===== config.mk =====
export PLATFORM = sky130hd
export DESIGN_NAME = mem_access_ctrl
export DESIGN_NICKNAME = d
export VERILOG_FILES = /design/src/rtl/mem_ctrl_pkg.sv /design/src/rtl/mem_xfer_counter.sv /design/src/rtl/mem_access_ctrl.sv
export SDC_FILE = /design/constraint.sdc
export NUM_CORES = 1
export LEC_CHECK = 0
export CAP_MARGIN = 20
export CORE_MARGIN = 4
export CORE_UTILIZATION = 45
export DETAILED_ROUTE_END_ITERATION = 6
export PLACE_DENSITY = 0.72
export SLEW_MARGIN = 20
export SYNTH_ARGS = -nofsm -noshare
export SYNTH_HDL_FRONTEND = slang
export SYNTH_SLANG_ARGS = --single-unit
export TNS_END_PERCENT = 50

===== constraint.sdc =====
create_clock -name clk -period 3.4 [get_ports clk]
set_input_delay 0.34 -clock clk [delete_from_list [all_inputs] [get_ports clk]]
set_output_delay 0.34 -clock clk [all_outputs]
set_load 0.01 [all_outputs]

===== src/rtl/mem_ctrl_pkg.sv =====
// Shared definitions for the data-memory access controller: op codes, FSM
// state encoding and default bank geometry.
package mem_ctrl_pkg;

  localparam int unsigned MEM_DATA_W = 8;
  localparam int unsigned MEM_ADDR_W = 5;
  localparam int unsigned BANK_DEPTH = 1 << MEM_ADDR_W;

  localparam logic [1:0] OP_LOAD  = 2'b00;
  localparam logic [1:0] OP_STORE = 2'b01;
  localparam logic [1:0] OP_COPY  = 2'b10;
  localparam logic [1:0] OP_FILL  = 2'b11;

  localparam logic [1:0] ST_IDLE = 2'd0;
  localparam logic [1:0] ST_RD   = 2'd1;
  localparam logic [1:0] ST_WR   = 2'd2;
  localparam logic [1:0] ST_RESP = 2'd3;

endpackage


===== src/rtl/mem_xfer_counter.sv =====
// Byte index, remaining-byte count and read-latency wait counter used by the
// access controller to sequence multi-byte copy/fill transfers.
module mem_xfer_counter #(
  parameter int unsigned IDX_W     = 6,
  parameter int unsigned WAIT_W    = 1,
  parameter int unsigned WAIT_INIT = 0
) (
  input  logic              clk,
  input  logic              reset,
  input  logic              i_load,
  input  logic [IDX_W-1:0]  i_len,
  input  logic              i_step,
  input  logic              i_wait_load,
  input  logic              i_wait_dec,
  output logic [IDX_W-1:0]  o_idx,
  output logic              o_last_c,
  output logic              o_wait_done_c
);

  logic [IDX_W-1:0]  r_idx;
  logic [IDX_W-1:0]  r_rem;
  logic [WAIT_W-1:0] r_wait;

  // Index/remaining advance together, one step per completed byte.
  always_ff @(posedge clk) begin
    if (reset) begin
      r_idx  <= '0;
      r_rem  <= '0;
      r_wait <= '0;
    end else begin
      if (i_load) begin
        r_idx <= '0;
        r_rem <= i_len;
      end else if (i_step) begin
        r_idx <= r_idx + IDX_W'(1);
        r_rem <= r_rem - IDX_W'(1);
      end
      if (i_wait_load) begin
        r_wait <= WAIT_W'(WAIT_INIT);
      end else if (i_wait_dec && (r_wait != '0)) begin
        r_wait <= r_wait - WAIT_W'(1);
      end
    end
  end

  assign o_idx         = r_idx;
  assign o_last_c      = (r_rem == IDX_W'(1));
  assign o_wait_done_c = (r_wait == '0);

endmodule


===== src/rtl/mem_access_ctrl.sv =====
// Initiator side of the data-memory port: accepts load/store/copy/fill
// requests and sequences the bank's read/write cycles, one response each.
module mem_access_ctrl
  import mem_ctrl_pkg::*;
#(
  parameter int unsigned DATA_W   = MEM_DATA_W,
  parameter int unsigned ADDR_W   = MEM_ADDR_W,
  parameter int unsigned READ_LAT = 1
) (
  input  logic              clk,
  input  logic              reset,
  input  logic              req_valid,
  output logic              req_ready,
  input  logic [1:0]        req_op,
  input  logic [ADDR_W-1:0] req_addr,
  input  logic [ADDR_W-1:0] req_src,
  input  logic [ADDR_W:0]   req_len,
  input  logic [DATA_W-1:0] req_wdata,
  output logic              resp_valid,
  output logic [DATA_W-1:0] resp_rdata,
  output logic              resp_err,
  output logic              busy,
  output logic [ADDR_W-1:0] mem_addr_out,
  output logic [ADDR_W-1:0] mem_addr_in,
  output logic [DATA_W-1:0] mem_data_in,
  input  logic [DATA_W-1:0] mem_data_out,
  output logic              r_w
);

  localparam int unsigned LEN_W  = ADDR_W + 1;
  localparam int unsigned DEPTH  = 1 << ADDR_W;
  localparam int unsigned WAIT_W = (READ_LAT > 1) ? $clog2(READ_LAT) : 1;

  logic [1:0]        r_state;
  logic [1:0]        r_op;
  logic [ADDR_W-1:0] r_src;
  logic [ADDR_W-1:0] r_dst;
  logic              r_req_ready;
  logic              r_resp_valid;
  logic [DATA_W-1:0] r_resp_rdata;
  logic              r_resp_err;
  logic              r_busy;
  logic [ADDR_W-1:0] r_mem_addr_out;
  logic [ADDR_W-1:0] r_mem_addr_in;
  logic [DATA_W-1:0] r_mem_data_in;
  logic              r_rw;

  logic [1:0]        w_state_nxt;
  logic [1:0]        w_op_nxt;
  logic [ADDR_W-1:0] w_src_nxt;
  logic [ADDR_W-1:0] w_dst_nxt;
  logic              w_ready_nxt;
  logic              w_valid_nxt;
  logic [DATA_W-1:0] w_rdata_nxt;
  logic              w_err_nxt;
  logic [ADDR_W-1:0] w_addr_out_nxt;
  logic [ADDR_W-1:0] w_addr_in_nxt;
  logic [DATA_W-1:0] w_data_in_nxt;
  logic              w_rw_nxt;
  logic              w_cnt_load;
  logic              w_cnt_step;
  logic              w_wait_load;
  logic              w_wait_dec;
  logic [LEN_W-1:0]  w_idx;
  logic [LEN_W-1:0]  w_idx_inc;
  logic              w_last;
  logic              w_wait_done;
  logic              w_len_ok;

  mem_xfer_counter #(
    .IDX_W     (LEN_W),
    .WAIT_W    (WAIT_W),
    .WAIT_INIT (READ_LAT - 1)
  ) u_xfer_counter (
    .clk           (clk),
    .reset         (reset),
    .i_load        (w_cnt_load),
    .i_len         (req_len),
    .i_step        (w_cnt_step),
    .i_wait_load   (w_wait_load),
    .i_wait_dec    (w_wait_dec),
    .o_idx         (w_idx),
    .o_last_c      (w_last),
    .o_wait_done_c (w_wait_done)
  );

  assign w_len_ok  = (req_len != '0) && (req_len <= LEN_W'(DEPTH));
  assign w_idx_inc = w_idx + LEN_W'(1);

  // Next state plus the next value of every registered output.
  always_comb begin
    w_state_nxt    = r_state;
    w_op_nxt       = r_op;
    w_src_nxt      = r_src;
    w_dst_nxt      = r_dst;
    w_ready_nxt    = 1'b0;
    w_valid_nxt    = 1'b0;
    w_rdata_nxt    = r_resp_rdata;
    w_err_nxt      = r_resp_err;
    w_addr_out_nxt = r_mem_addr_out;
    w_addr_in_nxt  = r_mem_addr_in;
    w_data_in_nxt  = r_mem_data_in;
    w_rw_nxt       = 1'b1;
    w_cnt_load     = 1'b0;
    w_cnt_step     = 1'b0;
    w_wait_load    = 1'b0;
    w_wait_dec     = 1'b0;

    case (r_state)
      ST_IDLE: begin
        w_ready_nxt = 1'b1;
        if (req_valid) begin
          w_ready_nxt = 1'b0;
          w_op_nxt    = req_op;
          w_src_nxt   = req_src;
          w_dst_nxt   = req_addr;
          case (req_op)
            OP_LOAD: begin
              w_state_nxt    = ST_RD;
              w_wait_load    = 1'b1;
              w_addr_out_nxt = req_addr;
            end
            OP_STORE: begin
              w_state_nxt   = ST_WR;
              w_addr_in_nxt = req_addr;
              w_data_in_nxt = req_wdata;
              w_rw_nxt      = 1'b0;
            end
            default: begin
              if (!w_len_ok) begin
                w_state_nxt = ST_RESP;
                w_valid_nxt = 1'b1;
                w_err_nxt   = 1'b1;
                w_rdata_nxt = '0;
              end else begin
                w_cnt_load = 1'b1;
                if (req_op == OP_COPY) begin
                  w_state_nxt    = ST_RD;
                  w_wait_load    = 1'b1;
                  w_addr_out_nxt = req_src;
                end else begin
                  w_state_nxt   = ST_WR;
                  w_addr_in_nxt = req_addr;
                  w_data_in_nxt = req_wdata;
                  w_rw_nxt      = 1'b0;
                end
              end
            end
          endcase
        end
      end

      ST_RD: begin
        if (!w_wait_done) begin
          w_wait_dec = 1'b1;
        end else if (r_op == OP_LOAD) begin
          w_state_nxt = ST_RESP;
          w_valid_nxt = 1'b1;
          w_err_nxt   = 1'b0;
          w_rdata_nxt = mem_data_out;
        end else begin
          w_state_nxt   = ST_WR;
          w_addr_in_nxt = r_dst + ADDR_W'(w_idx);
          w_data_in_nxt = mem_data_out;
          w_rw_nxt      = 1'b0;
        end
      end

      // The byte just written is what copy/fill/store report back.
      ST_WR: begin
        if ((r_op == OP_STORE) || w_last) begin
          w_state_nxt = ST_RESP;
          w_valid_nxt = 1'b1;
          w_err_nxt   = 1'b0;
          w_rdata_nxt = r_mem_data_in;
        end else begin
          w_cnt_step = 1'b1;
          if (r_op == OP_COPY) begin
            w_state_nxt    = ST_RD;
            w_wait_load    = 1'b1;
            w_addr_out_nxt = r_src + ADDR_W'(w_idx_inc);
          end else begin
            w_state_nxt   = ST_WR;
            w_addr_in_nxt = r_dst + ADDR_W'(w_idx_inc);
            w_rw_nxt      = 1'b0;
          end
        end
      end

      ST_RESP: begin
        w_state_nxt = ST_IDLE;
        w_ready_nxt = 1'b1;
      end

      default: begin
        w_state_nxt = ST_IDLE;
        w_ready_nxt = 1'b1;
      end
    endcase
  end

  always_ff @(posedge clk) begin
    if (reset) begin
      r_state        <= ST_IDLE;
      r_op           <= OP_LOAD;
      r_src          <= '0;
      r_dst          <= '0;
      r_req_ready    <= 1'b1;
      r_resp_valid   <= 1'b0;
      r_resp_rdata   <= '0;
      r_resp_err     <= 1'b0;
      r_busy         <= 1'b0;
      r_mem_addr_out <= '0;
      r_mem_addr_in  <= '0;
      r_mem_data_in  <= '0;
      r_rw           <= 1'b1;
    end else begin
      r_state        <= w_state_nxt;
      r_op           <= w_op_nxt;
      r_src          <= w_src_nxt;
      r_dst          <= w_dst_nxt;
      r_req_ready    <= w_ready_nxt;
      r_resp_valid   <= w_valid_nxt;
      r_resp_rdata   <= w_rdata_nxt;
      r_resp_err     <= w_err_nxt;
      r_busy         <= (w_state_nxt != ST_IDLE);
      r_mem_addr_out <= w_addr_out_nxt;
      r_mem_addr_in  <= w_addr_in_nxt;
      r_mem_data_in  <= w_data_in_nxt;
      r_rw           <= w_rw_nxt;
    end
  end

  assign req_ready    = r_req_ready;
  assign resp_valid   = r_resp_valid;
  assign resp_rdata   = r_resp_rdata;
  assign resp_err     = r_resp_err;
  assign busy         = r_busy;
  assign mem_addr_out = r_mem_addr_out;
  assign mem_addr_in  = r_mem_addr_in;
  assign mem_data_in  = r_mem_data_in;
  assign r_w          = r_rw;

endmodule


==> impl_metrics.ini <==
[sta]
min_period_over_period = 0.7915
skew_ns = 0.009789
post-route-min-period_ns = 2.691
rsz0062_at_grt = false
tightest_slew_ns = 0.9071
fin_setup_tns_ns = 0
max_freq_mhz = 371.6
relSlewSlack = 0.3953
hold_viol = 0
report.final.setup_viol = 0
drv_slew = 0

[yosys]
synth_top_area_frac = 0.3316
synth_edf_count = 0
ys_warn_count = 0
ys_seq_area_frac = 0.3316
syn-instance-count = 398
netlist_top_cells_count = dfxtp_1 (57), nand2_1 (54), mux2i_1 (32)
ys_ff_latch = 57
synth_area_um2 = 3441
synth.most_common_cell = dfxtp_1
ys.flop_type = dfxtp_1
ys_top_cells_by_area = dfxtp_1 (33%), mux2i_1 (9.3%), nand2_1 (5.9%), ha_1 (5.5%), a21oi_1 (4.2%)
syn_nets = 452
syn_avg_cell_area_um2 = 8.645
ys_async_sr_fraction = 0
yosys.area.top_type = dfxtp_1
synth.distinct_cells = 60

[status]
status = complete, no violations

[grt]
grt_max_degree = 36
grt_pass1_wl_mm = 14.96
grtUsageTotal = 0.2110
grt.overflow.total = 0
grt_pass1_vias = 3126
antenna_found_initial = 0

[drt]
wl_mm = 8.983
drc = 0
antenna_left = 0
drt_pass1_iterations = 5
viasPerCell = 5.622
wire_per_inst_um = 16.16
drt_iter0_markers = 211
num_vias = 3126

[clock_tree]
cts_buffer_depth = 2
path_clk_slew_ns = 0.07
cts_tree = yes
clkLatencyLatePin_ns = 0.35
clock_sinks = 57
cts_resized = 0
htree_num_levels = 3
cts_hold_buffers = 0
cts.root.buffer_cell = clkbuf_8
post_cts_buffers = 0
cts_made_buffers = 9

[layout]
num_antenna_cells = 0
area_growth_pct = 26.33
layout-drive-gt1-share = 0.09628
fin_nets = 506
stdcell_count = 556

[critical_path]
startpoint_type = flip-flop
crit_path_start = r_state[0]
path_cells = inv_1 -> ha_1 -> buf_4 -> clkinv_1 -> o22ai_1 -> a221o_1 -> mux2i_1
required_ns = 3.68
r2r_start = r_state[0]
cp_slowest_cell = a221o_1
crit_arrival_ns = 2.97
cp_slowest_stage_delay_ns = 0.48
cp_max_fo = 18
worstSetupEndpointType = flip-flop
critical_path_class = reg -> reg

[floorplanning]
die_w_um = 95.44
rows = 31
die_h_um = 95.44
initial_utilization = 0.4694
core_um2 = 7331
die_area_um2 = 9109
boundaryPins = 68

[min_path]
hold_class = reg -> reg
hold_start = resp_rdata[1]

[place]
port_buffers = 67
dp_hpwl_mm = 6.635
place.gp.congestion = 0.8942
place_inst = 540

[pwr]
p_leak_uw = 0.001690
power_density_nw_per_um2 = 786.7
vdd.ir_drop.worst_mv = 0.3664

[job]
maxCapViolCount = 0
layout by cell type (no fill, tap or decap), types with 4 or more instances in the layout:
cell type	instances
inv_1	13
dfxtp_1	57
clkdlybuf4s50_1	67
o21ai_0	7
a21o_1	4
ha_1	15
nand3_1	5
a211oi_1	5
buf_4	4
a22o_1	8
a211oi_2	4
xor2_1	5
nor3_1	13
nand2_1	54
mux2i_1	32
clkbuf_8	11
nor2_1	31
nand2b_1	5
xnor2_1	14
a21oi_1	29
mux2_2	10
cell families (layout without fill, tap and decap cells):
kind of cell,count (synthesis),count (layout),share of synthesized area
AOI/OAI and AO/OA,85,85,0.1789
and+or+nand+nor,136,136,0.1975
buffers and inverters,42,101,0.05164
xor gates and xnor gates,19,19,0.04836
DFF,57,57,0.3316
adders and majority gates,17,17,0.06618
muxes,42,42,0.1258
through the flow:
stage          utilization  setup WS [ns]  hold WS [ns]  area, µm²  total power (µW)
2_1_floorplan            -         0.7016        0.4406       3441              2229
3_3_place_gp        0.5648         0.8253        0.4463       4140              2723
3_5_place_dp        0.5648         0.7737        0.4545       4140              2749
4_1_cts             0.5929         0.7640        0.4665       4347              3432
5_1_grt             0.5929         0.5811        0.4833       4347              3653
6_report            0.5929         0.7089        0.4611       4347              3420
path summary, 6_finish.rpt:
kind | end | cells past startpoint | slack [ns]
setup / recovery | resp_rdata[2] | 7 | 0.71
setup reg to reg | resp_rdata[2] | 7 | 0.71
hold reg to reg | resp_rdata[1] | 2 | 0.46
hold / removal | resp_rdata[1] | 2 | 0.46
routing by layer:
metal,global-route usage,up-vias,part of all wire
li1,-,1523,-
met1,0.2586,1484,0.44
met2,0.3598,99,0.50
met3,0.03394,20,0.042
met4,0.09953,0,0.025
met5,0,-,0
worst max-delay path, delay by kind of cell, from the launching register on:
kind,cells,cell delay (ns)
AO/OA/AOI/OAI,2,0.86
multiplexers,1,0.23
flip-flops,1,0.35
buffers and inverters,3,0.71
adder cells (fa/ha/maj),1,0.46
flip-flops by register name, summed over array words and instances, names as in the netlist, 2 cells and up:
register              cells
r_op                      2
r_state                   2
r_dst                     5
r_src                     5
u_xfer_counter.o_idx      5
resp_rdata                8
u_xfer_counter.r_rem      6
mem_addr_in               5
mem_addr_out              5
mem_data_in               8
where the power goes:
| part | internal (µW) | switching, µW | leakage (µW) |
|---|---|---|---|
| logic | 817 | 928 | 0.00112 |
| clock network | 379 | 290 | 0.000103 |
| registers | 849 | 156 | 0.000466 |
| total | 2040 | 1370 | 0.00169 |
area by class of cell:
| class | instances | area (µm²) |
|---|---|---|
| tap | 99 | 123.9 |
| timing repair buffer | 71 | 700.7 |
| clock buffer | 12 | 155.1 |
| clock inverter | 4 | 51.30 |
| sequential | 57 | 1141 |
| multi-input combinational | 299 | 2122 |
| inverter | 14 | 52.55 |
| fill | 639 | 2984 |
No activity file was read; power rests on OpenSTA's default activity.
